[src/rtl/weight_sequencer.sv]
// Weight sequencer: streams weights from memory alongside input samples to a MAC.
// Optional runtime weight loading through the cfg port is enabled by WEIGHT_LOAD_EN.
module weight_sequencer #(
   parameter int numWeight    = 3,
   parameter int dataWidth    = 16,
   parameter int addressWidth = 5
) (
   input  logic                    clk,
   input  logic                    rst_n,
   input  logic                    start,
   input  logic                    x_valid,
   input  logic [dataWidth-1:0]    x_in,
   input  logic                    cfg_valid,
   input  logic [addressWidth-1:0] cfg_addr,
   input  logic [dataWidth-1:0]    cfg_data,
   output logic                    cfg_ready,
   output logic                    mem_wen,
   output logic [addressWidth-1:0] mem_wadd,
   output logic [dataWidth-1:0]    mem_win,
   output logic                    mem_ren,
   output logic [addressWidth-1:0] mem_radd,
   input  logic [dataWidth-1:0]    mem_wout,
   output logic                    mac_valid,
   output logic                    mac_last,
   output logic [dataWidth-1:0]    mac_x,
   output logic [dataWidth-1:0]    mac_w,
   output logic                    busy,
   output logic                    done,
   output logic [1:0]              state_dbg
);

   localparam logic [1:0] IDLE  = 2'd0;
   localparam logic [1:0] RUN   = 2'd1;
   localparam logic [1:0] DRAIN = 2'd2;
   localparam logic [addressWidth-1:0] LAST_ADDR = addressWidth'(numWeight - 1);

   logic [1:0]              state;
   logic [1:0]              state_next;
   logic [addressWidth-1:0] count;
   logic [dataWidth-1:0]    x_d;
   logic                    accept;
   logic                    mac_valid_q;
   logic                    mac_last_q;

   // Handshake: a cfg write transfers in any cycle where cfg_valid and cfg_ready are both 1;
   // x_valid has no back-pressure and is only consumed while a pass is running.
   assign accept   = (state == RUN) && x_valid;
   assign mem_ren  = accept;
   assign mem_radd = count;

   always_comb begin
      state_next = state;
      case (state)
         IDLE:    if (start) state_next = RUN;
         RUN:     if (accept && (count == LAST_ADDR)) state_next = DRAIN;
         DRAIN:   state_next = IDLE;
         default: state_next = IDLE;
      endcase
   end

   always_ff @(posedge clk or negedge rst_n) begin
      if (!rst_n) begin
         state       <= IDLE;
         count       <= '0;
         x_d         <= '0;
         mac_valid_q <= 1'b0;
         mac_last_q  <= 1'b0;
      end else begin
         state       <= state_next;
         mac_valid_q <= accept;
         mac_last_q  <= accept && (count == LAST_ADDR);
         if ((state == IDLE) && start) begin
            count <= '0;
         end else if (accept) begin
            count <= (count == LAST_ADDR) ? '0 : count + 1'b1;
         end
         if (accept) x_d <= x_in;
      end
   end

   // Read data arrives one cycle after mem_ren, so it lines up with the delayed sample.
   assign mac_valid = mac_valid_q;
   assign mac_last  = mac_last_q;
   assign mac_x     = mac_valid_q ? x_d : '0;
   assign mac_w     = mac_valid_q ? mem_wout : '0;
   assign busy      = (state != IDLE);
   assign done      = (state == DRAIN);
   assign state_dbg = state;

`ifdef WEIGHT_LOAD_EN
   localparam logic [addressWidth:0] NUM_W = (addressWidth + 1)'(numWeight);
   logic addr_ok;

   // Out-of-range writes are still consumed so a host never stalls on a bad address.
   assign cfg_ready = (state == IDLE) && !start;
   assign addr_ok   = {1'b0, cfg_addr} < NUM_W;
   assign mem_wen   = cfg_valid && cfg_ready && addr_ok;
   assign mem_wadd  = mem_wen ? cfg_addr : '0;
   assign mem_win   = mem_wen ? cfg_data : '0;
`else
   logic unused_cfg;

   assign cfg_ready  = 1'b0;
   assign mem_wen    = 1'b0;
   assign mem_wadd   = '0;
   assign mem_win    = '0;
   assign unused_cfg = ^{cfg_valid, cfg_addr, cfg_data};
`endif

endmodule

[config.mk]
export PLATFORM = sky130hd
export DESIGN_NAME = weight_sequencer
export DESIGN_NICKNAME = d
export VERILOG_FILES = /design/src/rtl/weight_sequencer.sv
export SDC_FILE = /design/constraint.sdc
export NUM_CORES = 1
export LEC_CHECK = 0
export ABC_AREA = 1
export ABC_CLOCK_PERIOD_IN_PS = 1800
export BUFFER_PORTS_ARGS = -buffer_cell sky130_fd_sc_hd__buf_2
export CAP_MARGIN = 5
export CORE_AREA = 2 2 68 64
export DETAILED_ROUTE_END_ITERATION = 10
export DIE_AREA = 0 0 70 66
export GPL_ROUTABILITY_DRIVEN = 0
export PLACE_DENSITY_LB_ADDON = 0.2
export SLEW_MARGIN = 20
export SYNTH_ARGS = -nofsm -noshare
export SYNTH_HDL_FRONTEND = slang
export SYNTH_SLANG_ARGS = --single-unit
[constraint.sdc]
create_clock -name clk -period 1.8 [get_ports clk]
set_input_delay 0.09 -clock clk [delete_from_list [all_inputs] [get_ports clk]]
set_output_delay 0.09 -clock clk [all_outputs]
set_load 0.02 [all_outputs]
==> summary.txt <==
Floorplan
  • Core Region: 3909 µm²
  • Standard-cell row count: 22
  • Top-Level Pins: 125
  • Die Wd: 70 µm
  • Starting Density: 38.57%
  • Full die area: 4620 µm²
  • Die height: 66 µm

Hold path
  • Hold crit path type: primary input to register

CTS
  • CTS root buf: clkbuf_8
  • Worst-Skew Late Latency: 0.26 ns
  • TritonCTS clock tree: yes
  • Bufs on Longest Clock Path: 2
  • CTS sink cnt: 25
  • Clk slew on worst S/H paths: 0.08 ns
  • H-tree level count: 1
  • CTS buffer count: 3

Setup path
  • CP Cell Sequence: inv_1 > nand2_2 > nor2_4 > buf_2
  • CP Capture Type: output pin
  • Critical Path Source Type: register
  • Slowest cell delay on critical path: 0.40 ns
  • WS Path Type: register to output pin
  • CP arrival: 1.55 ns
  • Crit path required time: 1.71 ns
  • Crit Path Max Fanout: 21
  • Slowest cell on crit path: nor2_4

Layout
  • Fin nets: 355
  • Area Overhead vs Synth: 26.14%
  • Fillers: 420
  • Antenna Cells: 0
  • Fraction of layout cells with a size suffix above 1: 30.61%

Global routing
  • Grt ovf: 0
  • Largest net degree at the start of global routing: 26
  • Global-route wire length before repair: 5043 µm
  • Initial antenna violation count: 0
  • Vias in the first global route: 1128
  • Total GRT Usage: 13.55%

Placed design
  • DP HPWL: 2259 µm
  • Number of I/O port buffers: 79
  • Pre-CTS setup slack: 0.4318 ns

Routing
  • Residual DRC: 0
  • WL met3: 311 µm
  • Average wire per standard cell: 8.994 µm
  • DR pass1 iterations: 4
  • Total number of vias: 1382
  • Top Layer Used: met4
  • Initial DRC count: 39
  • Final ANT Viol Nets: 0
  • Met1 Wirelength: 1313 µm
  • Routed WL: 3076 µm
  • Vias per cell: 4.041
  • Wire length on met2: 1437 µm

Logic synthesis
  • Synth top area share: 41.49%
  • Leading area contributor after synthesis: dfrtp_1
  • #FFs+latches synth: 25
  • Synth top area cells: dfrtp_1, nand2_1, buf_4
  • Cells after Synth: 216
  • Synth Warn #: 0
  • Post-synthesis sequential area ratio: 41.49%
  • Avg Cell Area, Syn: 6.980 µm²
  • Mapped Area: 1508 µm²
  • Post-synth cell types: 18

STA
  • Fin crit share: 90.99%
  • Skew final: 0.001638 ns
  • F_max: 610.6 MHz
  • Setup TNS: 0 ns
  • RSZ-0062 raised after global routing: no
  • Final worst setup slack: 0.1622 ns
  • Final setup vio count: 0
  • Pins Over Slew Limit: 0
  • Rel. slew slack: 64.56%
  • Worst-Margin Slew: 0.5315 ns
  • Final Hold Fails: 0
  • Final min period: 1.638 ns

Power
  • Max VDD drop: 0.6550 mV
  • Final total power: 2.602 mW
  • Leakage: 1.394 nW
  • Pwr per Cell Area: 1368 nW/µm²

Flow run
  • Number of max-cap violations: 0

Run status
  • Status: complete, no violations
## flip-flops by register name (all words and copies together), names as in the netlist
name       cells
mac_last       1
state_dbg      2
x_d           16
mac_valid      1
mem_radd       5
## where the power goes
group / switching [mW] / internal (mW)
sequential: 0.194 / 0.794
clock: 0.170 / 0.155
combinational: 0.869 / 0.420
## path summary, 6_finish.rpt
check                                   from  cells after the start  slack, ns          end
worst max-delay path            state_dbg[1]                      4       0.16      mem_ren
worst min-delay path                 x_in[0]                      3      0.009       x_d[0]
worst max register to register  state_dbg[1]                      5       0.47  mem_radd[4]
worst min register to register       x_d[12]                      2       0.48      x_d[12]
max in group asynchronous              rst_n                      2       1.11  mem_radd[0]
min in group asynchronous              rst_n                      2       0.33       x_d[1]
## per-layer routing
metal,vias up,global-route usage (%)
li1,728,-
met1,587,15.84
met2,65,25.24
met4,0,1.442
met5,-,0
met3,2,4.268
## critical path: cells and delay by family, from the launching register on
kind	cells	cell delay, ns
flops	1	0.39
buf+inv	2	0.40
simple gates	2	0.49
## cells in the mapped netlist (all sizes together)
cell type	number
nand2	95
inv	42
buf	26
dfrtp	25
nor2	9
nand3	6
nand4	4
clkbuf	3
o21ai	3
ha	2
conb	1
## layout by cell type, fill, tap and decap left out
cell,n
inv_1,41
o21ai_1,2
clkbuf_8,3
nand3_4,1
dlygate4sd3_1,1
inv_2,1
buf_4,1
ha_1,2
buf_2,79
nor2_1,8
nand3_1,5
nand2_1,92
dfrtp_1,25
nand4_1,4
nor2_4,1
o21ai_0,1
nand2_2,3
conb_1,23
clkinv_2,1
## cell families (layout without fill, tap and decap cells)
family | after synthesis | count (layout) | synth area share, %
AO/OA/AOI/OAI | 3 | 3 | 0.9956
other | 1 | 23 | 0.2487
adder cells (fa/ha/maj) | 2 | 2 | 1.659
buffers and inverters | 71 | 127 | 24.23
AND/OR/NAND/NOR | 114 | 114 | 31.37
flip-flops | 25 | 25 | 41.49
## through the flow
stage,utilization [%],std cells,instance area (µm²),hold WS (ns)
final,48.66,342,1902,0.009084
after global routing,48.66,342,1902,0.004844
after CTS,48.66,342,1902,0.001442
after detailed placement,47.22,337,1846,0.1168
after floorplan,-,238,1590,-0.2056
after global placement,47.22,337,1846,0.1157
## timing repair
item,CTS,global route
resized for setup,0,0
endpoints found under the hold margin,25,0
setup buffers,0,0
endpoints found under the setup margin,0,0
hold buffers,1,0
## cell type report
class	instances	area, µm²	share of cell area, %
repair buffers	81	412.9	21.71
well taps	48	60.06	3.158
clock inverters	1	5.005	0.2632
clock buffers	3	41.29	2.171
flip-flops and latches	25	625.6	32.89
multi-input cells	142	599.3	31.51
inverters	42	157.7	8.289
Power figures use the tool's default switching activity.
